**src/rtl/fp_mul_normalize.sv**
```systemverilog
// Normalize, round and pack stage of the binary32 multiplier: IDLE -> NORM -> ROUND -> HOLD.
// Define FPM_RNE_ROUND_EN for round-to-nearest-even; otherwise the mantissa is truncated.
module fp_mul_normalize (
    input  logic        clk,
    input  logic        rst_n,
    input  logic        in_valid,
    output logic        in_ready,
    input  logic [47:0] in_prod,
    input  logic [9:0]  in_exp,
    input  logic        in_sign,
    input  logic        in_zero,
    input  logic        in_inf,
    input  logic        in_nan,
    output logic        out_valid,
    input  logic        out_ready,
    output logic [31:0] out_result,
    output logic        out_ovf,
    output logic        out_unf,
    output logic        out_inexact
);

    typedef enum logic [1:0] {S_IDLE, S_NORM, S_ROUND, S_HOLD} state_t;

    state_t             state_q, state_d;
    logic [47:0]        prod_q, prod_d;
    logic signed [9:0]  exp_q, exp_d;
    logic               sign_q, sign_d;
    logic               zero_q, zero_d;
    logic               inf_q, inf_d;
    logic               nan_q, nan_d;
    logic               prod_zero_q, prod_zero_d;
    logic [22:0]        man_q, man_d;
    logic               guard_q, guard_d;
    logic               sticky_q, sticky_d;
    logic               in_ready_q, in_ready_d;
    logic               out_valid_q, out_valid_d;
    logic [31:0]        result_q, result_d;
    logic               ovf_q, ovf_d;
    logic               unf_q, unf_d;
    logic               inexact_q, inexact_d;

    logic               round_up;
    logic [23:0]        man_sum;
    logic signed [9:0]  exp_r;
    logic               inexact_r;

    always_comb begin
        state_d     = state_q;
        prod_d      = prod_q;
        exp_d       = exp_q;
        sign_d      = sign_q;
        zero_d      = zero_q;
        inf_d       = inf_q;
        nan_d       = nan_q;
        prod_zero_d = prod_zero_q;
        man_d       = man_q;
        guard_d     = guard_q;
        sticky_d    = sticky_q;
        in_ready_d  = in_ready_q;
        out_valid_d = out_valid_q;
        result_d    = result_q;
        ovf_d       = ovf_q;
        unf_d       = unf_q;
        inexact_d   = inexact_q;

`ifdef FPM_RNE_ROUND_EN
        round_up  = guard_q & (sticky_q | man_q[0]);
`else
        round_up  = 1'b0;
`endif
        man_sum   = {1'b0, man_q} + {23'd0, round_up};
        exp_r     = exp_q + (man_sum[23] ? 10'sd1 : 10'sd0);
        inexact_r = guard_q | sticky_q;

        case (state_q)
            S_IDLE: begin
                if (in_valid) begin
                    prod_d     = in_prod;
                    exp_d      = $signed(in_exp);
                    sign_d     = in_sign;
                    zero_d     = in_zero;
                    inf_d      = in_inf;
                    nan_d      = in_nan;
                    in_ready_d = 1'b0;
                    state_d    = S_NORM;
                end
            end
            S_NORM: begin
                // A product in [2,4) carries one extra integer bit, so shift one further.
                if (prod_q[47]) begin
                    man_d    = prod_q[46:24];
                    guard_d  = prod_q[23];
                    sticky_d = |prod_q[22:0];
                    exp_d    = exp_q + 10'sd1;
                end else begin
                    man_d    = prod_q[45:23];
                    guard_d  = prod_q[22];
                    sticky_d = |prod_q[21:0];
                end
                prod_zero_d = (prod_q == 48'd0);
                state_d     = S_ROUND;
            end
            S_ROUND: begin
                ovf_d     = 1'b0;
                unf_d     = 1'b0;
                inexact_d = 1'b0;
                if (nan_q) begin
                    result_d = 32'h7FC0_0000;
                end else if (inf_q) begin
                    result_d = {sign_q, 8'hFF, 23'd0};
                end else if (zero_q || prod_zero_q) begin
                    result_d = {sign_q, 31'd0};
                end else if (exp_r >= 10'sd255) begin
                    result_d  = {sign_q, 8'hFF, 23'd0};
                    ovf_d     = 1'b1;
                    inexact_d = 1'b1;
                end else if (exp_r <= 10'sd0) begin
                    result_d  = {sign_q, 31'd0};
                    unf_d     = 1'b1;
                    inexact_d = 1'b1;
                end else begin
                    result_d  = {sign_q, exp_r[7:0], man_sum[22:0]};
                    inexact_d = inexact_r;
                end
                out_valid_d = 1'b1;
                state_d     = S_HOLD;
            end
            S_HOLD: begin
                if (out_ready) begin
                    out_valid_d = 1'b0;
                    in_ready_d  = 1'b1;
                    state_d     = S_IDLE;
                end
            end
            default: begin
                state_d     = S_IDLE;
                in_ready_d  = 1'b1;
                out_valid_d = 1'b0;
            end
        endcase
    end

    always_ff @(posedge clk or negedge rst_n) begin
        if (!rst_n) begin
            state_q     <= S_IDLE;
            prod_q      <= '0;
            exp_q       <= '0;
            sign_q      <= 1'b0;
            zero_q      <= 1'b0;
            inf_q       <= 1'b0;
            nan_q       <= 1'b0;
            prod_zero_q <= 1'b0;
            man_q       <= '0;
            guard_q     <= 1'b0;
            sticky_q    <= 1'b0;
            in_ready_q  <= 1'b1;
            out_valid_q <= 1'b0;
            result_q    <= '0;
            ovf_q       <= 1'b0;
            unf_q       <= 1'b0;
            inexact_q   <= 1'b0;
        end else begin
            state_q     <= state_d;
            prod_q      <= prod_d;
            exp_q       <= exp_d;
            sign_q      <= sign_d;
            zero_q      <= zero_d;
            inf_q       <= inf_d;
            nan_q       <= nan_d;
            prod_zero_q <= prod_zero_d;
            man_q       <= man_d;
            guard_q     <= guard_d;
            sticky_q    <= sticky_d;
            in_ready_q  <= in_ready_d;
            out_valid_q <= out_valid_d;
            result_q    <= result_d;
            ovf_q       <= ovf_d;
            unf_q       <= unf_d;
            inexact_q   <= inexact_d;
        end
    end

    assign in_ready    = in_ready_q;
    assign out_valid   = out_valid_q;
    assign out_result  = result_q;
    assign out_ovf     = ovf_q;
    assign out_unf     = unf_q;
    assign out_inexact = inexact_q;

endmodule

```
**config.mk**
```make
export PLATFORM = sky130hd
export DESIGN_NAME = fp_mul_normalize
export DESIGN_NICKNAME = d
export VERILOG_FILES = /design/src/rtl/fp_mul_normalize.sv
export SDC_FILE = /design/constraint.sdc
export NUM_CORES = 1
export LEC_CHECK = 0
export ABC_AREA = 0
export CORE_AREA = 2 2 120 122
export CTS_CLUSTER_DIAMETER = 60
export DETAILED_ROUTE_END_ITERATION = 10
export DIE_AREA = 0 0 122 124
export GPL_ROUTABILITY_DRIVEN = 0
export GPL_TIMING_DRIVEN = 0
export PLACE_DENSITY_LB_ADDON = 0.05
export SYNTH_ARGS = -nofsm -noshare
export SYNTH_HDL_FRONTEND = slang
export SYNTH_SLANG_ARGS = --single-unit
```
**constraint.sdc**
```tcl
create_clock -name clk -period 6.25 [get_ports clk]
set_clock_uncertainty 0.15 [all_clocks]
set_input_delay 1.875 -clock clk [delete_from_list [all_inputs] [get_ports clk]]
set_output_delay 1.875 -clock clk [all_outputs]
set_load 0.05 [all_outputs]
```
==> metrics.txt <==
GRT overflow=0; HPWL after DPL=9.202 mm; sw power=1.421 mW; RSZ-0062 raised after global routing=false; status=finished clean; asr flop ratio synth=100.0%; # diodes=0; clock slew at reported path FFs=0.05 ns; clock latency on the worst-skew pair=0.43 ns; initial core utilization=39.74%; worst path bufs/invs=1; routed len/inst=16.95 um; Post-synth top flop=dfrtp_1; Mapped Nets=519; WL final=12.90 mm; Slew @ Worst Pin=0.7106 ns; VDD IR max=0.0002357 V; max incr delay on CP=0.79 ns; DRT Pass-1 Iters=4; nets@finish=641; deepest clock path buffer count=2; largest net degree at the start of global routing=87; hold bufs inserted after CTS=0; Slew HR=52.63%; switching share of power=36.75%; core box area=13720 um^2; Worst Setup End Kind=output pin; Synth Cell Area=5453 um^2; P_leak=3.078 nW; Int Pwr=2.445 mW; global-route wire length before repair=21.26 mm; die width=122 um; Vias=3973; Total Routing Usage GR=18.52%; Slew Limit Fails=0; vias in the first global route=4108; Clk pwr share=25.0%; crit path time final=3.782 ns; row cnt=43; post-route clock period utilization=60.52%; Crit Path Class=flop to output pin; Flop pwr share=37.3%; Avg Cell Area, Syn=12.23 um^2; critical path, cell by cell=clkdlybuf4s50_1; htree depth=4; area delta synth->final=34.03%; Fmax=264.4 MHz; number of routed nets with antenna violations=0; Final Util=53.27%; final-report hold violation count=0; Yosys warnings=0; postcts setup bufs=0; Seq cells post-synth=127; Vias/cell=5.221; Post-route DRC=0; Die ar.=15130 um^2; Syn Inst Count=446; initial antenna violation count=0; count of final setup violators=0; Iteration-0 DRC Markers=195; P per Cell Area=528.9 nW/um^2; overall power=3.866 mW; synth unique cells=39; crit path DAT=1.76 ns; CTS tree=done; Filler cells=1229; sequential share of the synthesized area=58.31%; IO Count=103; logic gate share of total power=37.7%; port buffer count=102; Root Buffer=clkbuf_16; crit path max fanout=3; Worst EP required=4.22 ns; Crit-path slowest cell=clkdlybuf4s50_1; clock sink count=127; Max-Cap Viols=0; crit start category=flop; die height=124 um; TritonCTS Buffers=17; count of flip-flops with a built-in enable after synthesis=0; CP delay by family, top=buffers and inverters; layout cells sized above 1=16.87%; Hold/Removal Path Class=flop to flop; # resized after CTS=0
[cell usage in the layout (no fill, tap or decap), drive strengths merged, types with 2 or more instances in the layout]
cell	netlist	layout
dfrtp	126	126
clkdlybuf4s50	0	101
mux2	53	53
clkbuf	17	44
a21oi	42	42
nor2	41	41
mux2i	26	26
a22o	24	24
o21ai	17	17
nand2	15	15
nor4	12	12
buf	9	11
inv	8	8
ha	7	7
a2bb2oi	6	6
nand3	6	6
nand4	5	5
o22ai	5	5
nor3	4	4
o2bb2ai	4	4
nand2b	2	2
nor3b	2	2
o221a	2	2
clkinv	0	2
bufinv	0	2
[metal layers]
metal / GRT usage, % / wire length, um / vias to the layer above
met2: 28.39 / 6100 / 94
met4: 7.040 / 242 / 0
li1: - / - / 1883
met3: 6.548 / 744 / 18
met5: 0 / 0 / -
met1: 24.19 / 5811 / 1978
[power groups by stage]
stage               clock network, mW  registers (mW)  logic (mW)
detailed placement                  0            1.46        1.47
global route                     1.02            1.49        1.61
finish                          0.968            1.44        1.46
floorplan                           0            1.56       0.889
global placement                    0            1.44        1.44
CTS                             0.988            1.44        1.47
[kinds of logic (layout without fill, tap and decap cells)]
logic type	count (synthesis)	in the layout	share of synthesized area [%]
fa+ha+maj	7	7	1.606
buf+inv	34	169	2.868
simple gates	92	92	8.444
mux	79	79	15.72
compound gates	107	107	13.06
flops	127	127	58.31
[registers in the layout, indices dropped and copies added, names as in the netlist, 2 cells and up]
signal / flops
state_q: 2
prod_q: 48
exp_q: 10
out_result: 32
man_q: 23
[final cells by class]
type	instances	area (um^2)	share of cell area [%]
inverters	8	30.03	0.4109
repair buffers	103	1050	14.36
well taps	180	225.2	3.082
flip-flops and latches	127	3179	43.50
plain buffers	26	126.4	1.729
clock buffers	27	503.0	6.882
multi-input cells	285	2117	28.97
clock inverters	5	77.57	1.061
[cell usage after synthesis (2+ instances only)]
cell / n / area share, %
mux2i_1: 26 / 4.8
o22ai_1: 5 / 0.57
buf_6: 3 / 0.62
a2bb2oi_1: 6 / 0.96
nor3_1: 4 / 0.37
nand3_1: 6 / 0.55
o221a_2: 2 / 0.41
a21oi_1: 42 / 3.9
inv_1: 7 / 0.48
mux2_2: 53 / 11
o2bb2ai_1: 4 / 0.64
nor3b_2: 2 / 0.46
nor2_1: 41 / 2.8
clkbuf_1: 17 / 1.2
o21ai_0: 17 / 1.6
nor4_1: 11 / 1.3
dfrtp_1: 126 / 58
buf_2: 5 / 0.46
a22o_1: 24 / 3.9
nand4_1: 5 / 0.57
nand2b_1: 2 / 0.23
nand2_1: 15 / 1.0
ha_1: 7 / 1.6
[through the flow]
stage	cell area [um^2]	std cells	setup slack, ns	hold slack, ns	setup TNS [ns]
2_1_floorplan	5453	446	3.213	0.3106	0
3_3_place_gp	6699	728	-1.939	0.3157	-243.67
3_5_place_dp	6728	729	2.306	0.3224	0
4_1_cts	7308	761	2.446	0.3345	0
5_1_grt	7308	761	2.417	0.3524	0
6_report	7308	761	2.468	0.3319	0
[final timing paths]
path                                    startpoint                    endpoint  slack [ns]  depth (start not counted)
hold / removal             out_inexact$_DFFE_PN0P_     out_inexact$_DFFE_PN0P_        0.33                          1
setup reg to reg            state_q[0]$_DFFE_PN0P_   out_result[5]$_DFFE_PN0P_        3.68                          7
min in group asynchronous                    rst_n  out_result[28]$_DFFE_PN0P_        1.22                          1
setup / recovery              in_ready$_DFFE_PN1P_                    in_ready        2.47                          1
max in group asynchronous                    rst_n       prod_q[4]$_DFFE_PN0P_        3.97                          2
hold reg to reg            out_inexact$_DFFE_PN0P_     out_inexact$_DFFE_PN0P_        0.33                          1
Power figures use the tool's default switching activity.
